==> src/rtl/alu_result_buffer_if.sv <==
// Handshake and payload bundle between the ALU, the result buffer and writeback.
// Also carries the architectural status outputs.
interface alu_result_buffer_if;
  localparam int unsigned RESULT_W = 32;
  localparam int unsigned FUNC_W   = 6;
  localparam int unsigned FLAGS_W  = 4;
  localparam int unsigned RD_W     = 5;
  localparam int unsigned OVFCNT_W = 8;

  logic                in_valid;
  logic                in_ready;
  logic [RESULT_W-1:0] in_result;
  logic [FUNC_W-1:0]   in_func;
  logic [FLAGS_W-1:0]  in_flags;
  logic [RD_W-1:0]     in_rd;
  logic                flush;

  logic                out_valid;
  logic                out_ready;
  logic [RESULT_W-1:0] out_result;
  logic [RD_W-1:0]     out_rd;
  logic                out_wen;
  logic                out_ovf_exc;
  logic [FLAGS_W-1:0]  status_flags;
  logic [OVFCNT_W-1:0] ovf_count;

  modport master (
    output in_valid, in_result, in_func, in_flags, in_rd, flush, out_ready,
    input  in_ready, out_valid, out_result, out_rd, out_wen, out_ovf_exc,
           status_flags, ovf_count
  );

  modport slave (
    input  in_valid, in_result, in_func, in_flags, in_rd, flush, out_ready,
    output in_ready, out_valid, out_result, out_rd, out_wen, out_ovf_exc,
           status_flags, ovf_count
  );
endinterface

==> src/rtl/alu_result_buffer.sv <==
// FIFO between the ALU and register writeback; classifies overflow exceptions,
// maintains the architectural {C,N,Z,V} status register and a saturating overflow count.
module alu_result_buffer #(
  parameter int unsigned DEPTH = 4
) (
  input logic                 clk,
  input logic                 reset,
  alu_result_buffer_if.slave  bus
);

  localparam int unsigned PTR_W    = (DEPTH > 1) ? $clog2(DEPTH) : 1;
  localparam int unsigned CNT_W    = $clog2(DEPTH + 1);
  localparam int unsigned RESULT_W = 32;
  localparam int unsigned RD_W     = 5;
  localparam int unsigned FLAGS_W  = 4;
  localparam int unsigned OVFCNT_W = 8;

  localparam logic [5:0] FUNC_ADD  = 6'b100000;
  localparam logic [5:0] FUNC_ADDU = 6'b100001;
  localparam logic [5:0] FUNC_SUB  = 6'b100010;
  localparam logic [5:0] FUNC_SUBU = 6'b100011;
  localparam logic [5:0] FUNC_SLL  = 6'b000000;
  localparam logic [5:0] FUNC_SLLV = 6'b000100;
  localparam logic [5:0] FUNC_SRL  = 6'b000010;
  localparam logic [5:0] FUNC_SRLV = 6'b000110;

  typedef struct packed {
    logic [RESULT_W-1:0] result;
    logic [RD_W-1:0]     rd;
    logic                wen;
    logic                ovf;
  } entry_t;

  entry_t              mem_q [DEPTH];
  entry_t              mem_d [DEPTH];
  logic [PTR_W-1:0]    rd_ptr_q, rd_ptr_d;
  logic [PTR_W-1:0]    wr_ptr_q, wr_ptr_d;
  logic [CNT_W-1:0]    count_q, count_d;
  logic [FLAGS_W-1:0]  status_q, status_d;
  logic [OVFCNT_W-1:0] ovf_cnt_q, ovf_cnt_d;

  logic   full_c, empty_c, push_c, pop_c;
  logic   is_addsub_c, is_carry_only_c;
  entry_t in_entry_c, head_c;

  // Handshake decode; flush suppresses both sides of the transfer
  always_comb begin
    full_c  = (count_q == CNT_W'(DEPTH));
    empty_c = (count_q == CNT_W'(0));
    push_c  = bus.in_valid && !full_c && !bus.flush;
    pop_c   = !empty_c && bus.out_ready && !bus.flush;
  end

  // Function-code classification and the entry that a push would store
  always_comb begin
    is_addsub_c     = 1'b0;
    is_carry_only_c = 1'b0;
    case (bus.in_func)
      FUNC_ADD, FUNC_SUB:                      is_addsub_c     = 1'b1;
      FUNC_ADDU, FUNC_SUBU, FUNC_SLL,
      FUNC_SLLV, FUNC_SRL, FUNC_SRLV:          is_carry_only_c = 1'b1;
      default: ;
    endcase
    in_entry_c.result = bus.in_result;
    in_entry_c.rd     = bus.in_rd;
    in_entry_c.ovf    = is_addsub_c && bus.in_flags[0];
    in_entry_c.wen    = (bus.in_rd != RD_W'(0)) && !in_entry_c.ovf;
  end

  // Next-state for storage, pointers, occupancy, status and exception count
  always_comb begin
    mem_d     = mem_q;
    rd_ptr_d  = rd_ptr_q;
    wr_ptr_d  = wr_ptr_q;
    count_d   = count_q;
    status_d  = status_q;
    ovf_cnt_d = ovf_cnt_q;

    if (bus.flush) begin
      rd_ptr_d = PTR_W'(0);
      wr_ptr_d = PTR_W'(0);
      count_d  = CNT_W'(0);
    end else begin
      if (push_c) begin
        mem_d[wr_ptr_q] = in_entry_c;
        wr_ptr_d        = wr_ptr_q + PTR_W'(1);
      end
      if (pop_c) begin
        rd_ptr_d = rd_ptr_q + PTR_W'(1);
      end
      if (push_c && !pop_c) begin
        count_d = count_q + CNT_W'(1);
      end else if (pop_c && !push_c) begin
        count_d = count_q - CNT_W'(1);
      end
    end

    // Status and overflow count only move on an accepted push
    if (push_c) begin
      if (is_addsub_c) begin
        status_d[2:0] = bus.in_flags[2:0];
      end
      if (is_carry_only_c) begin
        status_d[3] = bus.in_flags[3];
      end
      if (in_entry_c.ovf && (ovf_cnt_q != {OVFCNT_W{1'b1}})) begin
        ovf_cnt_d = ovf_cnt_q + OVFCNT_W'(1);
      end
    end
  end

  always_ff @(posedge clk) begin
    if (reset) begin
      rd_ptr_q  <= PTR_W'(0);
      wr_ptr_q  <= PTR_W'(0);
      count_q   <= CNT_W'(0);
      status_q  <= FLAGS_W'(0);
      ovf_cnt_q <= OVFCNT_W'(0);
    end else begin
      rd_ptr_q  <= rd_ptr_d;
      wr_ptr_q  <= wr_ptr_d;
      count_q   <= count_d;
      status_q  <= status_d;
      ovf_cnt_q <= ovf_cnt_d;
    end
  end

  // Payload storage needs no reset: it is only observable while count is nonzero
  always_ff @(posedge clk) begin
    mem_q <= mem_d;
  end

  // Head entry is forced to zero while the buffer is empty
  always_comb begin
    head_c           = mem_q[rd_ptr_q];
    bus.in_ready     = !full_c;
    bus.out_valid    = !empty_c;
    bus.out_result   = empty_c ? RESULT_W'(0) : head_c.result;
    bus.out_rd       = empty_c ? RD_W'(0)     : head_c.rd;
    bus.out_wen      = !empty_c && head_c.wen;
    bus.out_ovf_exc  = !empty_c && head_c.ovf;
    bus.status_flags = status_q;
    bus.ovf_count    = ovf_cnt_q;
  end

endmodule

==> src/flat_wrapper.sv <==
// flat-port wrapper written by rule: the top's interface ports become plain ports
module alu_result_buffer_flat 
#(
  parameter int unsigned DEPTH = 4
)
  (clk, reset, bus_in_valid, bus_in_result, bus_in_func, bus_in_flags, bus_in_rd, bus_flush, bus_out_ready, bus_in_ready, bus_out_valid, bus_out_result, bus_out_rd, bus_out_wen, bus_out_ovf_exc, bus_status_flags, bus_ovf_count);
  alu_result_buffer_if bus_i ();
  input logic clk;
  input logic reset;
  input wire logic [$bits(bus_i.in_valid)-1:0] bus_in_valid;
  input wire logic [$bits(bus_i.in_result)-1:0] bus_in_result;
  input wire logic [$bits(bus_i.in_func)-1:0] bus_in_func;
  input wire logic [$bits(bus_i.in_flags)-1:0] bus_in_flags;
  input wire logic [$bits(bus_i.in_rd)-1:0] bus_in_rd;
  input wire logic [$bits(bus_i.flush)-1:0] bus_flush;
  input wire logic [$bits(bus_i.out_ready)-1:0] bus_out_ready;
  output wire logic [$bits(bus_i.in_ready)-1:0] bus_in_ready;
  output wire logic [$bits(bus_i.out_valid)-1:0] bus_out_valid;
  output wire logic [$bits(bus_i.out_result)-1:0] bus_out_result;
  output wire logic [$bits(bus_i.out_rd)-1:0] bus_out_rd;
  output wire logic [$bits(bus_i.out_wen)-1:0] bus_out_wen;
  output wire logic [$bits(bus_i.out_ovf_exc)-1:0] bus_out_ovf_exc;
  output wire logic [$bits(bus_i.status_flags)-1:0] bus_status_flags;
  output wire logic [$bits(bus_i.ovf_count)-1:0] bus_ovf_count;
  assign bus_i.in_valid = bus_in_valid;
  assign bus_i.in_result = bus_in_result;
  assign bus_i.in_func = bus_in_func;
  assign bus_i.in_flags = bus_in_flags;
  assign bus_i.in_rd = bus_in_rd;
  assign bus_i.flush = bus_flush;
  assign bus_i.out_ready = bus_out_ready;
  assign bus_in_ready = bus_i.in_ready;
  assign bus_out_valid = bus_i.out_valid;
  assign bus_out_result = bus_i.out_result;
  assign bus_out_rd = bus_i.out_rd;
  assign bus_out_wen = bus_i.out_wen;
  assign bus_out_ovf_exc = bus_i.out_ovf_exc;
  assign bus_status_flags = bus_i.status_flags;
  assign bus_ovf_count = bus_i.ovf_count;
  alu_result_buffer #(.DEPTH(DEPTH)) u_core (.clk(clk), .reset(reset), .bus(bus_i));
endmodule
==> config.mk <==
export PLATFORM = sky130hd
export DESIGN_NAME = alu_result_buffer_flat
export DESIGN_NICKNAME = d
export VERILOG_FILES = /design/src/rtl/alu_result_buffer_if.sv /design/src/rtl/alu_result_buffer.sv /design/src/flat_wrapper.sv
export SDC_FILE = /design/constraint.sdc
export NUM_CORES = 1
export LEC_CHECK = 0
export CAP_MARGIN = 20
export CORE_ASPECT_RATIO = 1.25
export CORE_MARGIN = 3
export CORE_UTILIZATION = 48
export DETAILED_ROUTE_END_ITERATION = 16
export MAX_ROUTING_LAYER = met4
export PLACE_DENSITY_LB_ADDON = 0.3
export SKIP_CTS_REPAIR_TIMING = 1
export SYNTH_ARGS = -nofsm -noshare
export SYNTH_HDL_FRONTEND = slang
export SYNTH_SLANG_ARGS = --single-unit
==> constraint.sdc <==
create_clock -name clk -period 2.25 [get_ports clk]
set_input_delay 0.45 -clock clk [delete_from_list [all_inputs] [get_ports clk]]
set_output_delay 0.45 -clock clk [all_outputs]
set_load 0.01 [all_outputs]
Word-level counts from Yosys, hierarchy flattened
Index checks and enable logic that the tools add are counted.

operators by class
  mux-type cells = 12
  magnitude comparators = 3
  bitwise gates (word level) = 3
  reduce and logical (&&, ||, !) cells = 29
  add/sub/neg operators = 5
  eq/ne operators = 9

operators by type and width
  kind                                                 number
  bitwise mux 156 bit                                  1
  2-to-1 mux 39 bit                                    3
  binary-select mux 39 bit (select 2 bit)              1
  demux 39 bit (select 2 bit)                          1
  2-to-1 mux 32 bit                                    1
  equality test 6 bit, second input constant           4
  equality test 6 x 3 -> 1 bit, second input constant  2
  logical AND 1 bit                                    12
  adder 8 x 1 -> 8 bit, second input constant          1
  inequality test 8 bit, second input constant         1
  AND reduction 2 bit                                  4
  equality test 6 x 2 -> 1 bit, second input constant  1
  >= comparator 3 bit, second input constant           2
  zero test 1 bit                                      6
  zero test 6 bit                                      1
  2-to-1 mux 3 bit                                     2
  inverter 2 -> 3 bit                                  2
  OR reduction 6 bit                                   1
  2-to-1 mux 5 bit                                     1
  nonzero test 5 bit                                   1
  adder 2 x 1 -> 2 bit, second input constant          2
  OR reduction 2 bit                                   2
  adder 3 x 1 -> 3 bit, second input constant          1
  equality test 3 bit, second input constant           1
  other kinds (6)                                      7

storage, ports and cells
  flip-flop bits (word level) = 175
  output and inout bits = 53
  word-level logic and storage cells = 83

Longest topological paths before layout
  depth in word-level cells = 8
  mapped depth = 9
  depth with buffers taken out = 8

Least setup slack after synthesis
Ideal clock, no wire load.

  path type = register to register
  from = register u_core.count_q[0]
  to = register u_core.count_q[2]
  arrival time = 2.106 ns
  stages on the path, launching flop included = 10
  data required time = 2.180 ns
  setup slack = 0.074 ns
  library setup time = 0.070 ns
  path buffers = 1
  path through = dfxtp_1 or3_1 clkbuf_1 nand3b_1 ha_1 inv_1 fa_1 xor2_1 or3_1 a21oi_1

between the ends
  word-level cells in the longest chain between the ends = 7

ends and longest elaborated chain
  item                                                               RTL line                  source
  start: declaration                                                 alu_result_buffer.sv:38   logic [CNT_W-1:0] count_q, count_d;
  start signal: assignment                                           alu_result_buffer.sv:122  count_q <= count_d;
  branches (longest 7 deep; another with subtractor 3 x 1 -> 3 bit)  -

Several ways; the timed one is not identified. The select of a mux whose other input is x is not followed.
A chain may end at the register's enable or synchronous reset.

Worst setup path after layout
  from = register u_core.rd_ptr_q[0]
  to = output port bus_out_result[25]

between the ends
  word-level cells in the longest chain between the ends = 5

ends and longest elaborated chain
  item                                                  RTL line                  source
  start: declaration                                    alu_result_buffer.sv:36   logic [PTR_W-1:0] rd_ptr_q, rd_ptr_d;
  start signal: assignment                              alu_result_buffer.sv:120  rd_ptr_q <= rd_ptr_d;
  inverter 2 -> 3 bit (not written as such)             alu_result_buffer.sv:135  head_c = mem_q[rd_ptr_q];
  binary-select mux 39 bit (select 2 bit)               alu_result_buffer.sv:135
  2-to-1 mux 39 bit (not written as such) (2 in a row)  alu_result_buffer.sv:135
  2-to-1 mux 32 bit                                     alu_result_buffer.sv:138  bus.out_result = empty_c ? RESULT_W'(0) : head_c.result;
  end: declaration                                      flat_wrapper.sv:19        output wire logic [$bits(bus_i.out_result)-1:0] bus_out_result;

Every way passes these cells. The select of a mux whose other input is x is not followed.

==> key figures <==
Status
  • Outcome: finished with violations
  • Failing checks: negative setup slack

Synthesis
  • Post-Synth Simple-Gate Area: 8.44%
  • Post-synthesis compound-gate area fraction: 1.59%
  • Largest family of logic cells by synthesized area: multiplexers
  • Post-Synth XOR/XNOR Area: 0.632%
  • Mapped Area: 6930 sq um
  • Post-Syn Nets: 429
  • Cells after synthesis: 370
  • Mux cell area share after synthesis: 13.4%
  • Synth Register Bits: 175
  • Synth cell types: 37
  • Number of synthesized flops with an enable pin: 156
  • Synth Flop Type: edfxtp_1
  • Async SR Flop Fraction: 0%
  • Sequential element share of the synthesized area: 73.0%
  • Yosys warns: 0
  • Avg Cell Area, Syn: 18.7 sq um
  • Synth Area in Adders: 1.37%

Clock tree
  • Clk slew on worst S/H paths: 70 ps
  • CTS tree: yes
  • Number of CTS-inserted buffers: 17
  • Clk sinks: 175
  • Root buf cell: clkbuf_16
  • Clock latency on the worst-skew pair: 410 ps
  • Clk buf depth: 2
  • H-tree levels: 4

Critical path
  • R2r startpoint: u_core.count_q[2]
  • CP max stage delay: 500 ps
  • CP Data Required Time: 1800 ps
  • Crit. End Element: output port
  • Most used cell, CP: buf_6
  • Top delay family on crit path: multiplexers
  • Reg2reg end: u_core.count_q[2]
  • R2R Setup Slk: 20 ps
  • CP max FO: 8
  • WS Path Type: reg -> out
  • Arr. time, crit path: 1930 ps
  • Cell Chain, Critical Path: buf_6 -> buf_6 -> buf_12 -> mux4_2 -> and2_4 -> clkbuf_2
  • Crit path from: u_core.rd_ptr_q[0]
  • Worst setup SP type: register
  • Crit path to: bus_out_result[25]
  • Worst path buffer plus inverter count: 4
  • R2R depth: 8
  • WP depth: 6
  • Crit-path slowest cell: mux4_2

Floorplan
  • Die area: 15,900 sq um
  • Num rows: 48
  • I/O pin count: 105
  • Starting Density: 49.6%
  • Die width: 114 microns
  • CORE AREA: 14,000 sq um
  • Die height: 140 microns

Route
  • Final ANT Viol Nets: 0
  • WL final: 13,600 microns
  • Via density: 5.47
  • Drt first-iter violations: 196
  • Via count: 3,845
  • DRC errors left: 0
  • Pre-antenna DRT Iters: 4
  • Avg WL per Cell: 19.3 microns

Cells and area
  • Nets: 574
  • Commonest non-fill, non-tap cells in the layout: edfxtp_1 (156), clkdlybuf4s50_1 (62), mux4_2 (39), and2_4 (21)
  • Core Util, Final: 66.4%
  • Commonest non-fill, non-tap cell in the layout: edfxtp_1
  • Ant. Diodes: 0
  • Share of cells above drive strength 1: 33.5%
  • Fillers: 948
  • Synth-to-Final Area Change: 34.0%

STA
  • Final Cycle Share: 106%
  • Final setup vio count: 38
  • RSZ-0062 raised after global routing: true
  • Slew HR: 58.6%
  • Final hold violations: 0
  • Clk_skew: 6.78 ps
  • Maximum clock frequency: 0.420 GHz
  • Slew @ Worst Pin: 618 ps
  • Final WS setup: -128 ps
  • Crit path time final: 2380 ps
  • Setup TNS: -3490 ps
  • Fin. max-slew vios: 0

Pwr
  • Pwr/cell area: 763 nW/um^2
  • Peak supply drop: 0.539 mV
  • Leakage power: 0.00334 uW

Placed design
  • Final Wtd Congestion: 0.794
  • Port bufs: 103
  • Detailed placement HPWL: 8320 microns

Global route
  • Gr usage total: 17.5%
  • First-pass GRT wire length: 20,600 microns
  • Overflow after GRT: 0
  • Initial antenna violation count: 0
  • Largest net degree at the start of global routing: 40
  • Vias in the first global route: 4,000

Run
  • Max-Cap Viols: 0

Min path
  • Min-Delay Path Class: reg -> reg
worst min-delay path by stage:
stage,endpoint,slack [ps],cells past startpoint,startpoint
floorplan,u_core.count_q[2],460,2,u_core.count_q[2]
global placement,u_core.bus.status_flags[3],450,2,u_core.bus.status_flags[3]
detailed placement,u_core.bus.status_flags[3],460,2,u_core.bus.status_flags[3]
CTS,u_core.bus.status_flags[3],470,2,u_core.bus.status_flags[3]
global route,u_core.bus.status_flags[3],490,2,u_core.bus.status_flags[3]
finish,u_core.bus.status_flags[3],470,2,u_core.bus.status_flags[3]
power breakdown:
group	total (uW)	leakage (uW)	internal, uW	switching (uW)
clock network	2940	0.000293	1680	1270
registers	3610	0.00158	3590	15.8
logic	541	0.00147	305	236
total	7090	0.00334	5570	1520
worst min-delay path, delay by kind of cell, from the launching register on:
kind | cells | cell delay, ps
flip-flops | 1 | 310
multiplexers | 1 | 60
AND/OR/NAND/NOR | 1 | 50
kinds of logic after synthesis:
group | Yosys count
buf+inv | 25
xor+xnor | 5
flops | 175
fa+ha+maj | 7
compound gates | 19
simple gates | 95
mux | 44
synth_stat cells, types with 6 or more instances:
| cell | instances | share of area [%] |
|---|---|---|
| edfxtp_1 | 156 | 68 |
| and2_1 | 41 | 3.7 |
| mux4_2 | 39 | 13 |
| dfxtp_1 | 19 | 5.5 |
| clkbuf_1 | 11 | 0.60 |
| nor2_1 | 11 | 0.60 |
| a21oi_1 | 10 | 0.72 |
| nand2_1 | 8 | 0.43 |
| nand3_1 | 7 | 0.51 |
| ha_1 | 6 | 1.1 |
| inv_1 | 6 | 0.32 |
flip-flops by register name, indices dropped and copies added (netlist names):
name	flops
u_core.mem_q	156
u_core.bus.ovf_count	8
u_core.bus.status_flags	4
u_core.count_q	3
u_core.rd_ptr_q	2
u_core.wr_ptr_q	2
metal layers:
metal | up-vias | share of wire, % | track usage, %
met5 | - | 0 | -
met2 | 129 | 52 | 29.3
li1 | 1759 | - | -
met4 | 0 | 1.5 | 4.87
met1 | 1937 | 41 | 21.5
met3 | 20 | 5.5 | 4.06
stage by stage:
step | total power [uW] | cells | worst slack, ps | hold slack, ps | cell area (sq um)
after floorplan | 3880 | 370 | 73.6 | 461 | 6930
after global placement | 4180 | 655 | -205 | 452 | 8430
after detailed placement | 4200 | 655 | -315 | 457 | 8430
after CTS | 7090 | 687 | -455 | 474 | 9030
final | 7090 | 703 | -128 | 471 | 9290
after global routing | 7320 | 703 | -203 | 493 | 9290
layout make-up:
type | instances | area [sq um] | area share (%)
Inverter | 6 | 22.5 | 0.242
Multi-Input combinational cell | 170 | 1830 | 19.7
Tap cell | 175 | 219 | 2.36
Clock inverter | 15 | 180 | 1.94
Timing Repair Buffer | 145 | 1540 | 16.6
Sequential cell | 175 | 5070 | 54.6
Clock buffer | 17 | 425 | 4.58
Power figures use the tool's default switching activity.
